`src/rtl/regfile_rename_ctrl.sv`:
```
`default_nettype none
//------------------------------------------------------------------------------
// Module   : regfile_rename_ctrl
// Brief    : Register-file zero-init sequencer, rename busy/tag table and
//            issue operand lookup with same-cycle commit bypass.
// Revision : 1.0 - initial release
//------------------------------------------------------------------------------
module regfile_rename_ctrl #(
   parameter int REG_NUM    = 32,
   parameter int ADDR_W     = 5,
   parameter int ENTRY_SIZE = 4
) (
   input  logic                  clk,
   input  logic                  rst_in,
   input  logic                  rdy_in,
   input  logic                  flush,
   input  logic                  issue_valid,
   input  logic [ADDR_W-1:0]     issue_rd,
   input  logic [ENTRY_SIZE-1:0] issue_tag,
   output logic                  issue_ready,
   input  logic                  commit_valid,
   input  logic [ADDR_W-1:0]     commit_rd,
   input  logic [ENTRY_SIZE-1:0] commit_tag,
   input  logic [31:0]           commit_data,
   input  logic [ADDR_W-1:0]     rs1_addr,
   output logic                  rs1_busy,
   output logic [ENTRY_SIZE-1:0] rs1_tag,
   output logic                  rs1_fwd,
   output logic [31:0]           rs1_fwd_data,
   input  logic [ADDR_W-1:0]     rs2_addr,
   output logic                  rs2_busy,
   output logic [ENTRY_SIZE-1:0] rs2_tag,
   output logic                  rs2_fwd,
   output logic [31:0]           rs2_fwd_data,
   output logic                  rf_we,
   output logic [ADDR_W-1:0]     rf_waddr,
   output logic [31:0]           rf_wdata
);

   localparam logic [0:0]        c_ST_INIT  = 1'b0;
   localparam logic [0:0]        c_ST_RUN   = 1'b1;
   localparam logic [ADDR_W-1:0] c_LAST_IDX = ADDR_W'(REG_NUM - 1);

   logic [0:0]            r_state;
   logic [0:0]            w_state_nxt;
   logic [ADDR_W-1:0]     r_init_cnt;
   logic [REG_NUM-1:0]    r_busy;
   logic [ENTRY_SIZE-1:0] r_tag [REG_NUM];

   logic                  w_run;
   logic                  w_upd;
   logic                  w_commit_eff;
   logic                  w_commit_hit;
   logic [REG_NUM-1:0]    w_set;
   logic [REG_NUM-1:0]    w_clr;

   assign w_run        = (r_state == c_ST_RUN);
   assign w_upd        = w_run & rdy_in;
   assign w_commit_eff = w_upd & commit_valid;
   assign w_commit_hit = w_commit_eff & r_busy[commit_rd] &
                         (r_tag[commit_rd] == commit_tag);

   // FSM state register
   always_ff @(posedge clk or negedge rst_in) begin
      if (!rst_in) begin
         r_state <= c_ST_INIT;
      end else if (rdy_in) begin
         r_state <= w_state_nxt;
      end
   end

   // FSM next-state
   always_comb begin
      w_state_nxt = r_state;
      case (r_state)
         c_ST_INIT: if (r_init_cnt == c_LAST_IDX) w_state_nxt = c_ST_RUN;
         default:   w_state_nxt = r_state;
      endcase
   end

   always_ff @(posedge clk or negedge rst_in) begin
      if (!rst_in) begin
         r_init_cnt <= '0;
      end else if (rdy_in && (r_state == c_ST_INIT)) begin
         r_init_cnt <= r_init_cnt + ADDR_W'(1);
      end
   end

   // FSM outputs; everything is forced low while reset is held
   always_comb begin
      issue_ready = 1'b0;
      rf_we       = 1'b0;
      rf_waddr    = '0;
      rf_wdata    = '0;
      if (rst_in) begin
         case (r_state)
            c_ST_INIT: begin
               rf_we    = rdy_in;
               rf_waddr = r_init_cnt;
            end
            c_ST_RUN: begin
               issue_ready = 1'b1;
               rf_we       = commit_valid & rdy_in & (commit_rd != '0);
               rf_waddr    = commit_rd;
               rf_wdata    = commit_data;
            end
            default: ;
         endcase
      end
   end

   // Per-register set/clear; an issue overrides a same-cycle commit clear
   generate
      for (genvar gi = 0; gi < REG_NUM; gi++) begin : g_entry
         localparam logic [ADDR_W-1:0] c_IDX = ADDR_W'(gi);
         if (gi == 0) begin : g_zero
            assign w_set[gi] = 1'b0;
            assign w_clr[gi] = 1'b0;
         end else begin : g_reg
            assign w_set[gi] = w_upd & ~flush & issue_valid & (issue_rd == c_IDX);
            assign w_clr[gi] = w_upd & (flush | (w_commit_hit & (commit_rd == c_IDX)));
         end
      end
   endgenerate

   always_ff @(posedge clk or negedge rst_in) begin
      if (!rst_in) begin
         r_busy <= '0;
         for (int i = 0; i < REG_NUM; i++) r_tag[i] <= '0;
      end else begin
         for (int i = 0; i < REG_NUM; i++) begin
            if (w_set[i]) begin
               r_busy[i] <= 1'b1;
               r_tag[i]  <= issue_tag;
            end else if (w_clr[i]) begin
               r_busy[i] <= 1'b0;
            end
         end
      end
   end

   // Operand lookups: a matching commit this cycle turns busy into a bypass
   logic w_rs1_ent_busy;
   logic w_rs2_ent_busy;

   assign w_rs1_ent_busy = w_run & (rs1_addr != '0) & r_busy[rs1_addr];
   assign w_rs2_ent_busy = w_run & (rs2_addr != '0) & r_busy[rs2_addr];

   assign rs1_fwd      = w_rs1_ent_busy & w_commit_eff & (commit_rd == rs1_addr) &
                         (commit_tag == r_tag[rs1_addr]);
   assign rs2_fwd      = w_rs2_ent_busy & w_commit_eff & (commit_rd == rs2_addr) &
                         (commit_tag == r_tag[rs2_addr]);
   assign rs1_busy     = w_rs1_ent_busy & ~rs1_fwd;
   assign rs2_busy     = w_rs2_ent_busy & ~rs2_fwd;
   assign rs1_tag      = r_tag[rs1_addr];
   assign rs2_tag      = r_tag[rs2_addr];
   assign rs1_fwd_data = commit_data;
   assign rs2_fwd_data = commit_data;

endmodule
`default_nettype wire

```
`config.mk`:
```
export PLATFORM = sky130hd
export DESIGN_NAME = regfile_rename_ctrl
export DESIGN_NICKNAME = d
export VERILOG_FILES = /design/src/rtl/regfile_rename_ctrl.sv
export SDC_FILE = /design/constraint.sdc
export NUM_CORES = 1
export LEC_CHECK = 0
export BUFFER_PORTS_ARGS = -buffer_cell sky130_fd_sc_hd__buf_2
export CORE_MARGIN = 1
export CORE_UTILIZATION = 46
export CTS_BUF_LIST = sky130_fd_sc_hd__clkbuf_16
export DETAILED_ROUTE_END_ITERATION = 7
export MAX_ROUTING_LAYER = met4
export PLACE_DENSITY = 0.74
export SYNTH_ARGS = -nofsm -noshare
export SYNTH_HDL_FRONTEND = slang
export SYNTH_SLANG_ARGS = --single-unit
```
`constraint.sdc`:
```
create_clock -name clk -period 2.48 [get_ports clk]
set_input_delay 0.248 -clock clk [delete_from_list [all_inputs] [get_ports clk]]
set_output_delay 0.248 -clock clk [all_outputs]
set_load 0.01 [all_outputs]
```
Word level (Yosys, flattened, before mapping)
Cells that the tools add are included.
- bits in registers: 161
- bits in latches: 0
- RAM bits: 0
- memory bits (read-only): 0
- output and inout bits: 115
- memories kept: 0
- add/sub/neg operators: 1
- multipliers: 0
- divide/modulo/power cells: 0
- $lt $le $gt $ge: 6
- equality and inequality tests: 68
- shift operators: 0
- multiplexer cells: 87
- bitwise operators: 151
- reductions and logical operators: 35
- operators with widths (cell ; number):
    5-bit == test (second input constant) ; 33
    1-bit bitwise AND ; 113
    5-bit by 4-bit == test with 1-bit output (second input constant) ; 16
    1-bit two-way mux ; 70
    32-bit two-way mux ; 2
    2-bit nonzero test ; 31
    4-bit binary-select mux with 5-bit select ; 3
    5-bit by 3-bit == test with 1-bit output (second input constant) ; 8
    1-bit OR ; 31
    4-bit two-way mux ; 6
    5-bit by 2-bit == test with 1-bit output (second input constant) ; 4
    6-bit >= comparator (second input constant) ; 3
    5-bit by 6-bit < comparator with 1-bit output (second input constant) ; 3
    5-bit NOT with 6-bit output ; 3
    1-bit binary-select mux with 5-bit select ; 3
    5-bit nonzero test ; 3
    4-bit == test ; 3
    5-bit by 1-bit == test with 1-bit output (second input constant) ; 2
    5-bit == test ; 2
    5-bit one-hot mux with 2 select lines ; 1
    5-bit by 1-bit adder with 5-bit output (second input constant) ; 1
    5-bit two-way mux ; 1
    1-bit NOT ; 4
    1-bit one-hot mux with 2 select lines ; 1
    1-bit logical AND ; 1

Longest topological paths before layout
- word-level depth: 11
- gate-level depth with buffers: 12

Worst setup path before layout
Ideal clock, no wire load.
- kind: in2out
- start point: input port rs1_addr[1]
- end point: output port rs1_busy
- arrival time: 2739 ps
- required time: 2232 ps
- path slack: -507 ps
- stages on the path: 10
- buffers on the path: 3
- cells stage by stage: clkbuf_1 -> buf_2 -> buf_2 -> mux4_2 -> mux4_2 -> mux2_2 -> xnor2_1 -> nand3_1 -> nor4b_2 -> nor2_1
- word-level cells in the longest chain between the ends: 8
- elaborated cells between the ends (all ways): 16
- classes of those cells: eq/ne (2); mux (5); bitwise (8); reduce/logical (1)
- ends and longest elaborated chain (element ; RTL line ; RTL):
    from (decl) ; 25 ; input logic [ADDR_W-1:0] rs1_addr,
    5-bit NOT with 6-bit output ; n/a ;
    4-bit binary-select mux with 5-bit select ; n/a ;
    4-bit two-way mux (2 in series) ; n/a ;
    net rs1_tag[3] ; 27 ; output logic [ENTRY_SIZE-1:0] rs1_tag,
    4-bit == test ; 150 ; (commit_tag == r_tag[rs1_addr]);
    1-bit bitwise AND ; 149 ; assign rs1_fwd = w_rs1_ent_busy & w_commit_eff & (commit_rd == rs1_addr) &
    net rs1_fwd ; 28 ; output logic rs1_fwd,
    1-bit NOT ; 153 ; assign rs1_busy = w_rs1_ent_busy & ~rs1_fwd;
    1-bit bitwise AND ; 153 ;
    to (decl) ; 26 ; output logic rs1_busy,
The timed path passes the listed nets, and every way through them passes these cells. The select of a mux whose other input is x is not followed.

Final worst setup path
- start point: register r_tag[55] (netlist bit)
- end point: output port rs1_busy
- word-level cells in the longest chain between the ends: 7
- ends and longest elaborated chain (element ; RTL line ; RTL):
    from (decl) ; 48 ; logic [ENTRY_SIZE-1:0] r_tag [REG_NUM];
    from (signal, indexed assignment) ; 134 ; r_tag[i] <= issue_tag;
    4-bit binary-select mux with 5-bit select ; 150 ;
    4-bit two-way mux (implied by the code) (2 in series) ; 150 ;
    4-bit == test ; 150 ;
    1-bit bitwise AND ; 149 ;
    1-bit NOT ; 153 ;
    1-bit bitwise AND ; 153 ;
Every way passes these cells. The select of a mux whose other input is x is not followed.

==> reports/summary.txt <==
===============================================================================
Result of the run                                                  finished, violations left
Arrival time at the worst endpoint                                      3.03 ns
Power spent charging and discharging nets                             0.00239 W
Total number of vias                                                      10200
Start-to-end type of the worst setup path                               reg2out
Part of the total power dissipated in the clock network                   36.8%
Max Fclk                                                                305 MHz
Post-detailed-route DRC marker count                                          0
Dominant cell type by count on the critical path                   sky130_fd_sc_hd__mux4_2
Routed length per instance                                              26.9 um
Worst Tran Pin Value                                                   0.817 ns
Share of the clock period used by the worst path                           132%
Distinct cell type count of the synthesized netlist                          62
Number of max-cap violations                                                  0
RSZ-0062 raised after global routing                                        yes
Antenna violations before repair                                              0
Layout cell share with drive strength beyond 1                            58.2%
Critical path required time                                             2.23 ns
Insertion delay of the later-clocked pin in the worst-skew pair         0.44 ns
Final #Nets                                                                1310
Failing checks                                                     setup timing
Max Buffers Root-to-Sink                                                      2
Clock tree from TritonCTS                                                   yes
Power, Total                                                          0.00743 W
HPWL after DPL                                                         31200 um
Sequential share of the synthesized area                                  34.6%
Kind of end point of the critical path                              output port
Mean instance size in the synthesized netlist                          12.2 um2
Synth Warn #                                                                  0
Post-Synthesis Cells                                                        952
Io pins                                                                     181
CP Cell Sequence                                                   mux4_2 -> mux4_2 -> mux2_4 -> xnor2_2 -> nand3_2 -> nor4b_4 -> nor2_1 -> buf_2
Count of antenna-violating nets left after detailed routing                   0
Total of endpoints with negative setup slack in the final report             43
Final hold viol count                                                         0
Cell Count Post-Placement                                                  1523
Total routing usage reported by global routing                            33.8%
Worst setup SP type                                                        flop
Clock Skew                                                            0.0133 ns
Multi-input gate area                                                  6930 um2
Number of enable flip-flop cells after synthesis                              0
Cell area after technology mapping                                    11600 um2
Core box area                                                         24500 um2
Area occupied by registers                                             4030 um2
Commonest register cell after synthesis                            sky130_fd_sc_hd__dfrtp_1
Max stage delay on crit path                                            0.53 ns
Maximum fanout along the worst path                                           2
Worst Hold Class                                                         in2reg
Vias per cell                                                              6.43
Max H-tree Level                                                              4
Iteration count of the initial detailed-routing pass                          6
Die width                                                                161 um
Count of port buffers added during placement                                180
Post-Synthesis Net Count                                                   1020
Synth Register Bits                                                         161
Starting utilization of the core area                                     47.4%
P&R area growth vs syn                                                    28.2%
Number of slew-limit violations in the final report                           0
Number of clock sinks                                                       161
Final estimated routing congestion in global placement                    0.989
Combinational fraction of design power                                    24.3%
Clk slew on worst S/H paths                                             0.07 ns
Total global routing overflow                                                 0
Part of the total power dissipated in sequential elements                 38.9%
Final Util                                                                60.8%
Asr flop ratio synth                                                       100%
DIE HEIGHT                                                               161 um
Slew headroom                                                             45.5%
Number of global-route vias before repair                                  9698
Standby leakage power                                                   7.26 nW
Number of fill cells in the layout                                         1956
Pwr dens                                                             498 nW/um2
Wire length of the first global-routing pass                           61900 um
Switching share of power                                                  32.2%
Standard-cell row count                                                      57
Min setup slack post-route                                            -0.794 ns
Cell with the largest stage delay on the worst path                sky130_fd_sc_hd__mux4_2
Number of inserted diodes                                                     0
Total detailed-routing wirelength                                      42400 um
Pin count of the biggest net entering global routing                        143
Overall die area                                                      25900 um2
Min Clock Period, post-route                                            3.27 ns
Setup Slack @ Placement                                               -0.576 ns
Internal power component                                              0.00504 W
Max VDD drop                                                           0.469 mV
Number of standard cells in the layout, taps in and fillers out            1578
CTS Buf Count                                                                17
Buffer type at the clock tree root                                 sky130_fd_sc_hd__clkbuf_16
DRC marker count from the first detailed-route iteration                   1085
===============================================================================
[power groups by stage]
stage          sequential (W)  combinational (W)  clock [W]
3_3_place_gp          0.00293            0.00167          0
3_5_place_dp          0.00294            0.00170          0
2_1_floorplan         0.00291            0.00105          0
6_report              0.00289            0.00181    0.00273
4_1_cts               0.00289            0.00176    0.00275
5_1_grt               0.00291            0.00192    0.00285
[placed cells by master, fill, tap and decap left out, types with 5 or more instances in the layout]
master / netlist / layout
sky130_fd_sc_hd__nor4_4: 3 / 6
sky130_fd_sc_hd__mux2_2: 150 / 143
sky130_fd_sc_hd__nand2b_1: 11 / 11
sky130_fd_sc_hd__inv_6: 0 / 5
sky130_fd_sc_hd__buf_12: 3 / 15
sky130_fd_sc_hd__a21boi_0: 5 / 5
sky130_fd_sc_hd__a21oi_2: 0 / 13
sky130_fd_sc_hd__xor2_1: 8 / 8
sky130_fd_sc_hd__and3_1: 36 / 36
sky130_fd_sc_hd__a22oi_1: 14 / 14
sky130_fd_sc_hd__mux4_2: 86 / 96
sky130_fd_sc_hd__xnor2_1: 16 / 12
sky130_fd_sc_hd__nor2b_1: 17 / 17
sky130_fd_sc_hd__buf_2: 17 / 171
sky130_fd_sc_hd__dfrtp_1: 161 / 160
sky130_fd_sc_hd__clkbuf_16: 0 / 17
sky130_fd_sc_hd__buf_6: 4 / 26
sky130_fd_sc_hd__nor2_1: 48 / 47
sky130_fd_sc_hd__mux2i_1: 41 / 40
sky130_fd_sc_hd__nand4_1: 5 / 5
sky130_fd_sc_hd__a21oi_1: 40 / 27
sky130_fd_sc_hd__nand2_1: 38 / 38
sky130_fd_sc_hd__a31oi_1: 19 / 14
sky130_fd_sc_hd__a22o_1: 9 / 8
sky130_fd_sc_hd__buf_4: 68 / 197
sky130_fd_sc_hd__mux4_1: 18 / 8
sky130_fd_sc_hd__mux2_4: 0 / 7
sky130_fd_sc_hd__nand3_1: 22 / 21
[final cells by class]
cell class | instances | share of cell area [%]
tap | 324 | 2.72
multi-input combinational | 646 | 46.5
timing repair buffer | 410 | 19.7
clock inverter | 14 | 1.12
sequential | 161 | 27.0
inverter | 6 | 0.151
clock buffer | 17 | 2.85
[synth_stat cells, drive strengths merged, types with 7 or more instances]
cell type / number / share of area [%]
xor2: 8 / 0.60
a22oi: 14 / 0.90
a21oi: 40 / 1.7
clkbuf: 38 / 1.2
mux2i: 41 / 3.5
dfrtp: 161 / 35
nand2: 38 / 1.2
mux4: 104 / 21
and3: 36 / 1.9
buf: 101 / 6.3
nor2: 49 / 1.6
o21ai: 7 / 0.30
nor4: 7 / 0.76
nor2b: 17 / 0.91
nand2b: 11 / 0.59
a22o: 9 / 0.68
a31oi: 19 / 1.0
mux2: 150 / 15
xnor2: 16 / 1.2
nand3: 23 / 1.0
[kinds of logic (layout without fill, tap and decap cells)]
logic type,Yosys count,count (layout),share of synthesized area (%)
and+or+nand+nor,201,201,9.53
adders and majority gates,2,2,0.215
buffers and inverters,145,447,7.73
xor gates and xnor gates,24,24,1.81
AOI/OAI and AO/OA,124,124,7.33
muxes,295,295,38.8
DFF,161,161,34.6
[critical path, delay by kind of cell (launching register included)]
family / cells / cell delay [ns]
DFF: 1 / 0.40
xor gates and xnor gates: 1 / 0.14
buffers and inverters: 1 / 0.15
muxes: 3 / 1.31
and+or+nand+nor: 3 / 0.59
[stage by stage]
| step | hold WS, ns | cell area [um2] | TNS, ns |
|---|---|---|---|
| after detailed placement | 0.200 | 13800 | -17.38 |
| after global routing | 0.135 | 14900 | -16.07 |
| after CTS | 0.112 | 14700 | -13.55 |
| after global placement | 0.192 | 13800 | -16.27 |
| after floorplan | -0.0476 | 11700 | -0.726 |
| final | 0.127 | 14900 | -13.44 |
[final timing paths]
kind / from / to / slack (ns) / cells after the start
max in group asynchronous: rst_in / r_busy[11] / 1.04 / 3
min reg2reg: r_init_cnt[3] / r_init_cnt[3] / 0.52 / 1
max reg2reg: r_tag[3] / r_busy[22] / -0.34 / 11
max: r_tag[55] / rs1_busy / -0.79 / 8
min: rdy_in / r_state / 0.13 / 2
min in group asynchronous: rst_in / r_busy[28] / 0.31 / 2
[routing by layer]
metal / global-route usage, % / routed length (um) / vias to the layer above
met3: 6.45 / 4170 / 118
met1: 42.6 / 15900 / 5078
li1: - / - / 4177
met5: - / 0 / -
met2: 54.0 / 20500 / 778
met4: 13.2 / 1860 / 0
[registers in the layout (all words and copies together), names as in the netlist]
signal and flops:
r_state 1, r_init_cnt 5, r_busy 31, r_tag 124
[what timing repair did]
action	CTS	global route
endpoints found under the setup margin	43	43
hold buffers	1	0
resized for setup	50	31
pin swaps	15	20
cloned	0	0
hold endpoints to repair	19	0
setup buffers	19	12
Note: power is estimated with default switching activity, not from simulation.
